**config.mk**
```make
export PLATFORM = sky130hd
export DESIGN_NAME = snn_inference_ctrl
export DESIGN_NICKNAME = d
export VERILOG_FILES = /design/src/rtl/snn_inference_ctrl.sv
export SDC_FILE = /design/constraint.sdc
export NUM_CORES = 1
export LEC_CHECK = 0
export CORE_UTILIZATION = 45
export CTS_BUF_LIST = sky130_fd_sc_hd__clkbuf_8
export CTS_CLUSTER_DIAMETER = 50
export DETAILED_ROUTE_END_ITERATION = 16
export PLACE_DENSITY = 0.64
export SLEW_MARGIN = 20
export SYNTH_ARGS = -nofsm -noshare
export SYNTH_HDL_FRONTEND = slang
export SYNTH_SLANG_ARGS = --single-unit
export TNS_END_PERCENT = 30
```
**constraint.sdc**
```tcl
create_clock -name clk_i -period 3 [get_ports clk_i]
set_input_delay 0.45 -clock clk_i [delete_from_list [all_inputs] [get_ports clk_i]]
set_output_delay 0.45 -clock clk_i [all_outputs]
set_load 0.005 [all_outputs]
```
**src/rtl/snn_inference_ctrl.sv**
```systemverilog
// rtl/snn_inference_ctrl.sv - SNN inference sequencer: clear, stimulate, settle, argmax scan
// Optional feature macro: SNN_TIE_FLAG_EN adds the tie_o output.
module snn_inference_ctrl #(
    parameter int NUM_CLASSES = 10,
    parameter int COUNT_W     = 8,
    parameter int WINDOW_W    = 8,
    parameter int SETTLE_CYC  = 2
) (
    input  logic                clk_i,
    input  logic                rst_i,
    input  logic                start_i,
    input  logic [WINDOW_W-1:0] window_len_i,
    output logic                busy_o,
    output logic                net_clr_o,
    output logic                input_en_o,
    output logic [3:0]          count_sel_o,
    input  logic [COUNT_W-1:0]  count_i,
    output logic [3:0]          result_o,
    output logic [COUNT_W-1:0]  result_max_o,
    output logic                result_valid_o,
`ifdef SNN_TIE_FLAG_EN
    output logic                tie_o,
`endif
    output logic                done_o
);

    localparam int SETTLE_W = $clog2(SETTLE_CYC + 1);
    localparam int CNT_W    = (WINDOW_W > SETTLE_W) ? WINDOW_W : SETTLE_W;
    localparam logic [CNT_W-1:0] SETTLE_LOAD = CNT_W'(SETTLE_CYC);
    localparam logic [CNT_W-1:0] CNT_ONE     = CNT_W'(1);
    localparam logic [3:0]       LAST_SEL    = 4'(NUM_CLASSES - 1);

    typedef enum logic [2:0] {
        S_IDLE, S_CLEAR, S_RUN, S_SETTLE, S_SCAN, S_DONE
    } state_t;

    state_t               state_q;
    logic [WINDOW_W-1:0]  window_q;
    logic [CNT_W-1:0]     cnt_q;
    logic [COUNT_W-1:0]   max_q, max_d;
    logic [3:0]           idx_q, idx_d;
    logic [3:0]           count_sel_q;
    logic                 busy_q, net_clr_q, input_en_q, done_q, valid_q;
    logic [3:0]           result_q;
    logic [COUNT_W-1:0]   result_max_q;
    logic                 take;

    // Scan step: class 0 seeds the max; later classes replace it only when strictly larger.
    always_comb begin
        take  = (count_sel_q == 4'd0) || (count_i > max_q);
        max_d = take ? count_i : max_q;
        idx_d = take ? count_sel_q : idx_q;
    end

`ifdef SNN_TIE_FLAG_EN
    logic tie_q, tie_d, tie_out_q;
    always_comb begin
        tie_d = take ? 1'b0 : (tie_q || (count_i == max_q));
    end
    assign tie_o = tie_out_q;
`endif

    always_ff @(posedge clk_i) begin
        if (rst_i) begin
            state_q      <= S_IDLE;
            window_q     <= '0;
            cnt_q        <= '0;
            max_q        <= '0;
            idx_q        <= '0;
            count_sel_q  <= '0;
            busy_q       <= 1'b0;
            net_clr_q    <= 1'b0;
            input_en_q   <= 1'b0;
            done_q       <= 1'b0;
            valid_q      <= 1'b0;
            result_q     <= '0;
            result_max_q <= '0;
`ifdef SNN_TIE_FLAG_EN
            tie_q        <= 1'b0;
            tie_out_q    <= 1'b0;
`endif
        end else begin
            net_clr_q <= 1'b0;
            done_q    <= 1'b0;
            case (state_q)
                S_IDLE, S_DONE: begin
                    if (start_i) begin
                        window_q  <= window_len_i;
                        valid_q   <= 1'b0;
                        busy_q    <= 1'b1;
                        net_clr_q <= 1'b1;
                        state_q   <= S_CLEAR;
`ifdef SNN_TIE_FLAG_EN
                        tie_out_q <= 1'b0;
`endif
                    end
                end
                S_CLEAR: begin
                    if (window_q != '0) begin
                        state_q    <= S_RUN;
                        input_en_q <= 1'b1;
                        cnt_q      <= CNT_W'(window_q);
                    end else if (SETTLE_CYC != 0) begin
                        state_q <= S_SETTLE;
                        cnt_q   <= SETTLE_LOAD;
                    end else begin
                        state_q <= S_SCAN;
                    end
                end
                S_RUN: begin
                    if (cnt_q == CNT_ONE) begin
                        input_en_q <= 1'b0;
                        if (SETTLE_CYC != 0) begin
                            state_q <= S_SETTLE;
                            cnt_q   <= SETTLE_LOAD;
                        end else begin
                            state_q <= S_SCAN;
                        end
                    end else begin
                        cnt_q <= cnt_q - CNT_ONE;
                    end
                end
                S_SETTLE: begin
                    if (cnt_q == CNT_ONE) begin
                        state_q <= S_SCAN;
                    end else begin
                        cnt_q <= cnt_q - CNT_ONE;
                    end
                end
                S_SCAN: begin
                    max_q <= max_d;
                    idx_q <= idx_d;
`ifdef SNN_TIE_FLAG_EN
                    tie_q <= tie_d;
`endif
                    if (count_sel_q == LAST_SEL) begin
                        state_q      <= S_DONE;
                        count_sel_q  <= 4'd0;
                        busy_q       <= 1'b0;
                        done_q       <= 1'b1;
                        valid_q      <= 1'b1;
                        result_q     <= idx_d;
                        result_max_q <= max_d;
`ifdef SNN_TIE_FLAG_EN
                        tie_out_q    <= tie_d;
`endif
                    end else begin
                        count_sel_q <= count_sel_q + 4'd1;
                    end
                end
                default: state_q <= S_IDLE;
            endcase
        end
    end

    assign busy_o         = busy_q;
    assign net_clr_o      = net_clr_q;
    assign input_en_o     = input_en_q;
    assign count_sel_o    = count_sel_q;
    assign result_o       = result_q;
    assign result_max_o   = result_max_q;
    assign result_valid_o = valid_q;
    assign done_o         = done_q;

endmodule

```
## Word level (Yosys, flattened, before mapping)

Cells that the tools add are included.

| operators by class | value |
|---|---|
| $lt $le $gt $ge | 1 |
| reductions and logical operators | 16 |
| bitwise logic cells | 2 |
| add/sub/neg operators | 2 |
| equal/unequal tests | 13 |
| muxes and demuxes | 24 |

Operators with widths:

| kind | number |
|---|---|
| 8-bit 2-to-1 mux | 4 |
| 8-bit one-hot mux with 3 select lines | 1 |
| 3-bit one-hot mux with 5 select lines | 1 |
| 3-bit 2-to-1 mux | 4 |
| 2-bit != test (second input constant) | 6 |
| 1-bit 2-to-1 mux | 9 |
| 8-bit by 1-bit == test with 1-bit output (second input constant) | 1 |
| 8-bit greater-than comparator | 1 |
| 4-bit 2-to-1 mux | 2 |
| 8-bit nonzero test | 1 |
| 8-bit by 1-bit subtractor with 8-bit output (second input constant) | 1 |
| 3-bit by 2-bit == test with 1-bit output (second input constant) | 2 |
| 3-bit == test (second input constant) | 2 |
| 1-bit one-hot mux with 2 select lines | 3 |
| 2-bit AND reduction | 3 |
| 3-bit AND reduction | 2 |
| 2-bit OR reduction | 3 |
| 4-bit by 1-bit adder with 4-bit output (second input constant) | 1 |
| 4-bit == test (second input constant) | 1 |
| 4-bit logical NOT | 1 |
| 4-bit AND reduction | 1 |
| 2-bit nonzero test | 2 |
| 3-bit by 1-bit == test with 1-bit output (second input constant) | 1 |
| 3-bit logical NOT | 1 |
| 3 further kinds | 4 |

| storage, ports and cells | value |
|---|---|
| logic and storage cells | 71 |
| flip-flop bits (word level) | 52 |

## Depth between registers and ports, before layout

Gate-level depths: netlist (run 1).

| logic depth | value |
|---|---|
| word-level depth | 4 |
| depth in mapped cells | 9 |
| gate-level depth less buffers | 8 |

## Worst setup path after synthesis (run 1)

OpenSTA, ideal clock, no wires.

| timing | value |
|---|---|
| path kind | input-to-reg |
| start point | input count_i[7] |
| end point | register idx_q[0] |
| stages on the path | 7 |
| slack | 1,114 ps |
| data required time | 2,928 ps |
| library setup time | 72 ps |
| arrival time | 1,815 ps |
| cell sequence | ha_1 -> nand4_1 -> a21oi_1 -> o22ai_4 -> a21boi_2 -> buf_6 -> mux2i_1 |

| between the ends | value |
|---|---|
| word-level cells in the longest chain between the ends | 3 |

Ends and longest elaborated chain:

| what | line | text |
|---|---|---|
| start: declaration | 17 | `input logic [COUNT_W-1:0] count_i,` |
| 8-bit greater-than comparator | 50 | `take = (count_sel_q == 4'd0) \|\| (count_i > max_q);` |
| 1-bit logical OR | 50 |  |
| 4-bit 2-to-1 mux | 52 | `idx_d = take ? count_sel_q : idx_q;` |
| end signal: assignment | 132 | `idx_q <= idx_d;` |
| end: declaration | 41 | `logic [3:0] idx_q, idx_d;` |

No other way between the ends.
A chain may end at the register's enable or synchronous reset.

## Worst setup path in the final report (run 1)

| timing | value |
|---|---|
| start point | input count_i[1] |
| end point | register result_max_q[5] (netlist: result_max_o[5]) |

| between the ends | value |
|---|---|
| word-level cells in the longest chain between the ends | 3 |

Ends and longest elaborated chain:

| what | line | text |
|---|---|---|
| 8-bit greater-than comparator | 50 |  |
| 1-bit logical OR | 50 |  |
| 8-bit 2-to-1 mux | 51 | `max_d = take ? count_i : max_q;` |
| end signal: assignment | 143 | `result_max_q <= max_d;` |
| end: declaration | 45 | `logic [COUNT_W-1:0] result_max_q;` |

No other way between the ends.

==> results of run 1 <==
cell usage after synthesis (4+ instances only):
library cell,instances
inv_1,17
a32o_1,5
a21oi_1,10
nand2b_1,24
mux2i_1,26
buf_6,5
nand2_1,18
nor2_1,31
nor2b_1,6
dfxtp_1,52
o21ai_0,17
nor3_1,6
nand3_1,4
ha_1,10
a22oi_1,6
cells by family after synthesis:
kind of cell	after synthesis
AO/OA/AOI/OAI	60
XOR/XNOR	3
adder cells (fa/ha/maj)	10
buffers and inverters	33
flip-flops	52
multiplexers	26
AND/OR/NAND/NOR	114
worst max-delay path: cells and delay by family:
| kind | cells | cell delay, ns |
|---|---|---|
| fa+ha+maj | 1 | 0.33 |
| mux | 1 | 0.19 |
| buf+inv | 2 | 0.72 |
| simple gates | 1 | 0.14 |
| compound gates | 4 | 0.60 |
metrics by stage:
step | total power, mW | instance area (um^2) | hold WS, ns
floorplan | 1.575 | 2738 | 0.4448
global placement | 1.717 | 3123 | 0.4370
detailed placement | 1.721 | 3123 | 0.4414
CTS | 2.149 | 3218 | 0.4574
global route | 2.291 | 3218 | 0.4922
finish | 2.131 | 3218 | 0.4518
flip-flops by register name, summed over array words and instances, names as in the netlist:
| name | count |
|---|---|
| window_q | 8 |
| net_clr_o | 1 |
| count_sel_o | 4 |
| result_valid_o | 1 |
| cnt_q | 8 |
| input_en_o | 1 |
| result_max_o | 8 |
| done_o | 1 |
| max_q | 8 |
| result_o | 4 |
| idx_q | 4 |
| state_q | 3 |
| busy_o | 1 |
layer usage:
metal  routed length (um)  global-route usage  vias to the layer above
met2                 2509              0.2906                       32
met4                   38             0.05000                        0
met3                  143             0.03886                        4
met5                    0                   0                        -
li1                     -                   -                     1112
met1                 2963              0.2637                      995
final timing paths:
path	slack, ns	endpoint	from
setup reg to reg	0.86	result_max_o[0]	state_q[0]
setup / recovery	0.74	result_max_o[5]	count_i[1]
hold / removal	0.45	result_max_o[6]	result_max_o[6]
hold reg to reg	0.45	result_max_o[6]	result_max_o[6]
power groups by stage:
stage          Clock [mW]  Sequential (mW)  Combinational (mW)
2_1_floorplan           0            0.859               0.716
3_3_place_gp            0            0.913               0.804
3_5_place_dp            0            0.913               0.808
4_1_cts             0.438            0.898               0.814
5_1_grt             0.460            0.915               0.916
6_report            0.416            0.898               0.817
cells in the final DEF, fill, tap and decap left out, types with 2 or more instances in the layout:
cell type and instances:
a32oi_1 2, ha_1 10, nand2_1 18, nor2_1 31, nor3b_1 2, nand3b_1 2
clkinvlp_4 2, nor2_2 2, dfxtp_1 52, nor2b_1 6, nand3_1 4, o21ai_0 17
nor4_1 2, nor3_2 2, o21bai_1 3, a211oi_1 2, buf_4 5, xor2_1 2
a22oi_1 6, a21oi_1 10, mux2i_1 26, clkbuf_8 5, a32o_1 5, inv_1 17
nand2b_1 24, nor3_1 6, o32ai_1 2, clkdlybuf4s50_1 39, a21o_1 2, nand4_1 3
area by class of cell:
cell class | instances | area, um^2
fillers | 560 | 2668
multi-input cells | 213 | 1496
flip-flops and latches | 52 | 1041
repair buffers | 44 | 427.9
well taps | 75 | 93.84
clock buffers | 5 | 68.82
inverters | 17 | 63.81
clock inverters | 3 | 26.28
==> run metrics, run 1 <==
outcome=finished clean; Net Count, Synth=327; Max Slew Vio Count=0; Detail Route Antenna Nets=0; Synth Area in Compound Gates=0.1641; Overflow after GRT=0; dpl ws=0.4157 ns; fin crit period=2.257 ns; largest cells by area after synthesis=dfxtp_1, mux2i_1, nand2b_1, ha_1, nor2_1; type of the worst setup path=in -> reg; Final Skew=0.01503 ns; hold buffers post-CTS=0; Pwr per Cell Area=662.2 nW/um^2; synthesized area per cell=9.187 um^2; Clock Power Share=0.195; Slew @ Worst Pin=0.9282 ns; Worst-path clk slew=0.11 ns; H-Tree Depth=2; setup violators final=0; setup bufs post-CTS=0; fraction of layout cells with a size suffix above 1=0.09581; worst-path cell chain=clkdlybuf4s50_1 > ha_1 > nor2b_1 > o211ai_1 > a21oi_1 > o22ai_4 > buf_4 > mux2i_1 > o21ai_0; clk_lat worst skew=0.30 ns; total CTS buffers=5; Post-synth EDFFs=0; post-synthesis sequential area ratio=0.3803; setup TNS=0 ns; Finished Core Util=0.5468; Post-Layout Cell Count=409; post-synthesis xor/xnor area fraction=0.009598; GP Congestion=0.8446; WP data arrival=2.44 ns; fin nets=362; initial antenna violation count=0; final-report hold violation count=0; DRC=0; DR WL/cell=13.82 um; Worst Hold Path Cells=2; Total GRT Usage=0.1881; Main synth FF type=dfxtp_1; post-synthesis mux area share=0.09506; full die area=6399 um^2; asr flop ratio synth=0; leading area contributor after synthesis=dfxtp_1; largest net degree at the start of global routing=41; # resized after CTS=0; Syn Std Cell Area=2738 um^2; Min-Delay Path Class=reg -> reg; CTS Root Cell=clkbuf_8; Horiz. Die Dim=80.00 um; RSZ-0062 raised after global routing=false; worst-case reg-to-reg path depth=6; MaxCap Viol Count=0; simple-gate share of the synthesized area=0.2303; largest family of logic cells by synthesized area=simple AND/OR/NAND/NOR gates; Total Wirelength=5.654 mm; leakage=1.156 nW; Sw Share=0.3755; global-route wire length before repair=9.453 mm; NetSw=0.8003 mW; final period utilization=0.7524; drt first-iter violations=77; Worst Setup Start Kind=primary input; Combinational Power Share=0.383; ant diodes=0; Area Growth Syn to Fin=17.55%; core footprint=5886 um^2; Yosys Warn Count=0; Crit path largest cell delay=0.46 ns; Syn Inst Count=298; Vias/cell=5.240; die outline height=80.00 um; post-synth cell types=54; Starting Density=0.4651; CP Capture Type=register; CP required=3.18 ns; CTS tree=yes; via count=2143; vias in the first global route=1960; P_int=1.331 mW; maximum VDD drop=0.3723 mV; Flop pwr share=0.421; num rows=28; Clock Path Buffers=2; setup ws final=0.7428 ns; Synth Area in Adders=0.04570; top-area cell type share of the netlist area=0.3803; fmax=0.4430 GHz; Slew headroom=0.3789; Port Buffers=39; # IOs=40; crit path max fanout=11; DRT Pass-1 Iters=4; #FFs+latches synth=52; Sink Count=52; slowest CP cell=clkdlybuf4s50_1; Placed Cells=401; DP HPWL=4.076 mm
(Power assumes the default switching activity.)
==> run 2: changes to the inputs <==
--- a/config.mk
+++ b/config.mk
@@ -9,7 +9,7 @@
 export CTS_BUF_LIST = sky130_fd_sc_hd__clkbuf_8
 export CTS_CLUSTER_DIAMETER = 50
 export DETAILED_ROUTE_END_ITERATION = 16
-export PLACE_DENSITY = 0.64
+export PLACE_DENSITY = 0.67
 export SLEW_MARGIN = 20
 export SYNTH_ARGS = -nofsm -noshare
 export SYNTH_HDL_FRONTEND = slang
==> constraint.sdc (replaced) <==
create_clock -name clk_i -period 1.88 [get_ports clk_i]
set_input_delay 0.282 -clock clk_i [delete_from_list [all_inputs] [get_ports clk_i]]
set_output_delay 0.282 -clock clk_i [all_outputs]
set_load 0.005 [all_outputs]
==> run metrics, run 2 (synthesis gave the netlist of run 1 again) <==
GP Congestion=0.8487 (+0.49%); post-route cell area=3621 um^2 (+13%); vias in the first global route=2153 (+9.8%); Total Wirelength=5.970 mm (+5.6%); leakage=1.392 nW (+20%); DRT Pass-1 Iters=4 (unchanged); Detail Route Antenna Nets=0 (unchanged); crit path max fanout=4 (-7); Worst-path clk slew=0.10 ns (about the same); DP HPWL=4.213 mm (+3.4%); setup ws final=0.04882 ns (-0.6940 ns); Overflow after GRT=0 (unchanged); Vias/cell=5.220 (-0.37%); via count=2276 (+6.2%); R2R setup slack=0.05 ns (-0.81 ns); Pwr per Cell Area=1072 nW/um^2 (+62%); CTS Root Cell=clkbuf_8; initial antenna violation count=0 (unchanged); core footprint=5886 um^2 (unchanged); largest net degree at the start of global routing=44 (+7.3%); layout filler cell count=521 (-7.0%); setup violators final=0 (unchanged); type of the worst setup path=reg -> reg; fraction of layout cells with a size suffix above 1=0.2327 (+0.1369); clk_lat worst skew=0.30 ns (about the same); Slew headroom=0.6163 (+0.2374); WP data arrival=2.03 ns (-0.41 ns); Area Growth Syn to Fin=32.27%; dpl ws=-0.4422 ns (-0.8579 ns); MaxCap Viol Count=0 (unchanged); Slew @ Worst Pin=0.5750 ns (-0.3532 ns); DR WL/cell=13.69 um (-0.95%); CTS tree=yes; Min-Delay Path Class=in -> reg; num rows=28 (unchanged); DP Area=3288 um^2 (+5.3%); ant diodes=0 (unchanged); DRC=0 (unchanged); full die area=6399 um^2 (unchanged); hold buffers post-CTS=0 (unchanged); Sink Count=52 (unchanged); Clock Path Buffers=2 (unchanged); final-report hold violation count=0 (unchanged); fin crit period=1.831 ns; drt first-iter violations=146 (+90%); Final Skew=0.008158 ns (-0.006868 ns); Horiz. Die Dim=80.00 um (unchanged); Worst Setup Start Kind=register; fin nets=390 (+7.7%); die outline height=80.00 um (unchanged); total CTS buffers=5 (unchanged); # IOs=40 (unchanged); Max Slew Vio Count=0 (unchanged); CP Capture Type=register; Total GRT Usage=0.1992 (+0.01113); maximum VDD drop=0.6399 mV (+72%); most common cell after layout, fill and taps aside=dfxtp_1; most frequent cells in the layout=dfxtp_1, clkdlybuf4s50_1, nor2_1, buf_4, mux2i_1; CP required=2.08 ns (-1.10 ns); H-Tree Depth=2 (unchanged); Port Buffers=39 (unchanged); global-route wire length before repair=10.01 mm (+5.8%); final period utilization=0.9740; Starting Density=0.4651 (unchanged); fmax=0.5461 GHz; outcome=finished clean; RSZ-0062 raised after global routing=true
[run 2: changes by cell type in the layout (fill, tap and decap cells not counted), sizes merged]
cell | before | now
inv | 18 | 17
bufinv | 0 | 2
clkdlybuf4s50 | 39 | 32
dlymetal6s2s | 0 | 5
buf | 5 | 33
dlygate4sd2 | 0 | 2
clkinvlp | 2 | 0
[run 2: power breakdown]
group          internal [mW]  switching, mW  total [mW]  leakage [nW]
Clock                  0.524          0.357       0.881        0.0642
Sequential              1.25          0.149        1.39         0.425
Combinational          0.790          0.817        1.61         0.903
[run 2: layout make-up]
class                      instances  area [um^2]  area share
clock buffer                       5        68.82     0.01900
inverter                          17        63.81     0.01762
tap                               75        93.84     0.02592
clock inverter                     2        60.06     0.01659
multi-input combinational        213         1620      0.4475
timing repair buffer              72        664.4      0.1835
sequential                        52         1050      0.2899
[run 2: through the flow]
step           instances    util  setup TNS [ns]  hold slack (ns)  power, mW
2_1_floorplan        298       -               0           0.3621      2.513
3_3_place_gp         423  0.5587          -6.806           0.4373      2.838
3_5_place_dp         423  0.5587          -8.670           0.4380      2.850
4_1_cts              430  0.5867       -0.003173           0.4609      3.745
5_1_grt              436  0.6152         -0.3189           0.4301      4.130
6_report             436  0.6152               0           0.3942      3.883
[run 2: routing by layer]
layer  vias up  GRT usage  share of wire
met2        41     0.3222           0.47
met5         -          0              0
met3         5    0.04000          0.034
met4         0    0.04286         0.0097
met1      1065     0.2728           0.49
li1       1165          -              -
[run 2: worst max-delay path, cell delays in order (launching register included)]
cell and delay [ns]:
dfxtp_2 0.37, inv_2 0.06, ha_4 0.28, nand4_1 0.11, buf_4 0.17, o22ai_4 0.26
buf_6 0.18, mux2i_4 0.21, o21ai_1 0.08
[run 2: path summary, 6_finish.rpt]
| check | to | cells after the start | startpoint |
|---|---|---|---|
| setup / recovery | result_max_o[1] | 8 | max_q[7] |
| hold / removal | result_max_o[4] | 4 | count_i[4] |
| hold reg to reg | result_max_o[4] | 2 | result_max_o[4] |
| setup reg to reg | result_max_o[1] | 8 | max_q[7] |
[run 2: repair_timing]
action / CTS / global route
pin swaps: 4 / 10
buffers inserted: 0 / 5
cloned: 0 / 1
setup endpoints to repair: 24 / 32
gates resized for setup: 11 / 35
==> run 3: changes to the inputs <==
--- a/config.mk
+++ b/config.mk
@@ -5,6 +5,7 @@
 export SDC_FILE = /design/constraint.sdc
 export NUM_CORES = 1
 export LEC_CHECK = 0
+export CORE_MARGIN = 10
 export CORE_UTILIZATION = 45
 export CTS_BUF_LIST = sky130_fd_sc_hd__clkbuf_8
 export CTS_CLUSTER_DIAMETER = 50
==> run metrics, run 3 (synthesis gave the netlist of run 1 again) <==
most common cell after layout, fill and taps aside=dfxtp_1; Worst Hold Path Cells=3 (-1); dpl ws=-0.3690 ns (+0.07319 ns); setup ws final=0.007471 ns (-0.04135 ns); fin nets=384 (-1.5%); hold buffers post-CTS=0 (unchanged); slowest CP cell=clkdlybuf4s50_1; Horiz. Die Dim=98.00 um (+23%); Slew @ Worst Pin=0.5358 ns (-0.03920 ns); core footprint=5921 um^2 (+0.60%); R2R setup slack=0.05 ns (about the same); Worst-path clk slew=0.10 ns (about the same); fin crit period=1.873 ns (+0.04135 ns); setup violators final=0 (unchanged); Clock Path Buffers=2 (unchanged); Min-Delay Path Class=in -> reg; outcome=finished clean; CP Capture Type=register; Overflow after GRT=0 (unchanged); final period utilization=0.9960 (+0.02200); CP Launch Point=count_i[6]; RR Startpoint=max_q[1]; Max Slew Vio Count=0 (unchanged); DRC=0 (unchanged); clk_lat worst skew=0.30 ns (about the same); setup TNS=0 ns (unchanged); global-route wire length before repair=10.70 mm (+6.9%); Worst Setup Start Kind=primary input; initial antenna violation count=0 (unchanged); Detail Route Antenna Nets=0 (unchanged); via count=2271 (-0.22%); fraction of layout cells with a size suffix above 1=0.2107 (-0.02201); MaxCap Viol Count=0 (unchanged); full die area=9603 um^2 (+50%); RSZ-0062 raised after global routing=true; Slew headroom=0.6424 (+0.02616); CTS tree=yes; Placed Cells=422 (-0.24%); worst setup path endpoint=result_max_o[7]; # IOs=40 (unchanged); Total Wirelength=6.482 mm (+8.6%); DP HPWL=4.672 mm (+11%); WP data arrival=2.07 ns (+0.04 ns); H-Tree Depth=2 (unchanged); Total GRT Usage=0.1287 (-0.07049); Sink Count=52 (unchanged); vias in the first global route=2279 (+5.9%); Vias/cell=5.269 (+0.94%); total CTS buffers=5 (unchanged); worst-path cell chain=clkdlybuf4s50_1 > ha_4 > nand4_1 > buf_4 > o22ai_4 > buf_6 > mux2i_1 > o21ai_1; DRT Pass-1 Iters=4 (unchanged); GP Congestion=0.9029 (+6.4%); die outline height=98.00 um (+23%); r2r endpoint=result_max_o[7]; crit path max fanout=6 (+2); ant diodes=0 (unchanged); CP required=2.07 ns (about the same); fmax=0.5340 GHz (-2.2%); CTS Root Cell=clkbuf_8; DR WL/cell=15.04 um (+9.8%); leakage=1.330 nW (-4.5%); Finished Core Util=0.5953 (-0.01991); Area Growth Syn to Fin=28.75%; drt first-iter violations=60 (-59%); Final Skew=0.005587 ns (-0.002570 ns); most frequent cells in the layout=dfxtp_1, clkdlybuf4s50_1, nor2_1, mux2i_1, nand2b_1; worst-case reg-to-reg path depth=9 (+1); num rows=28 (unchanged); Crit path largest cell delay=0.46 ns (+0.09 ns); Pwr per Cell Area=1050 nW/um^2 (-2.0%); largest net degree at the start of global routing=46 (+4.5%); Port Buffers=39 (unchanged); final-report hold violation count=0 (unchanged); maximum VDD drop=0.6873 mV (+7.4%); Starting Density=0.4624 (-0.002752); Post-Layout Cell Count=431 (-1.1%); type of the worst setup path=in -> reg
-- run 3: area by class of cell --
cell class                      count  area [um^2]
Clock inverter                      3        38.79
Sequential cell                    52         1051
Inverter                           17        63.81
Tap cell                           75        93.84
Timing Repair Buffer               66        619.3
Multi-Input combinational cell    213         1589
Fill cell                         527         2396
Clock buffer                        5        68.82
-- run 3: critical path, delay by kind of cell --
family                     cells  cell delay [ns]
buffers and inverters          3             0.83
AOI/OAI and AO/OA              2             0.31
muxes                          1             0.21
and+or+nand+nor                1             0.14
adders and majority gates      1             0.29
-- run 3: repair_timing --
item	CTS	global route
pin swaps	1	10
setup buffers	0	1
setup endpoints to repair	19	28
gates resized for setup	3	34
cloned	0	0
-- run 3: metrics by stage --
stage	instance area [um^2]	total power, mW	hold WS [ns]
2_1_floorplan	2738	2.513	0.3621
3_3_place_gp	3281	2.877	0.4353
3_5_place_dp	3281	2.899	0.4427
4_1_cts	3400	3.680	0.4567
5_1_grt	3525	3.975	0.3352
6_report	3525	3.703	0.3332
-- run 3: worst min-delay path by stage --
stage,start,to
after global routing,count_i[7],max_q[7]
after detailed placement,result_max_o[6],result_max_o[6]
after CTS,result_max_o[6],result_max_o[6]
after floorplan,rst_i,net_clr_o
final,count_i[7],max_q[7]
after global placement,result_o[3],result_o[3]
-- run 3: power by group --
part | internal (mW) | total [mW] | switching, mW
registers | 1.24 | 1.38 | 0.136
logic | 0.742 | 1.56 | 0.817
clock network | 0.390 | 0.764 | 0.373
-- run 3: routing by layer --
layer / up-vias / track usage / share of wire
met3: 6 / 0.02960 / 0.037
met4: 0 / 0.04027 / 0.010
met5: - / 0 / 0
met2: 42 / 0.2127 / 0.48
met1: 1066 / 0.1612 / 0.48
li1: 1157 / - / -
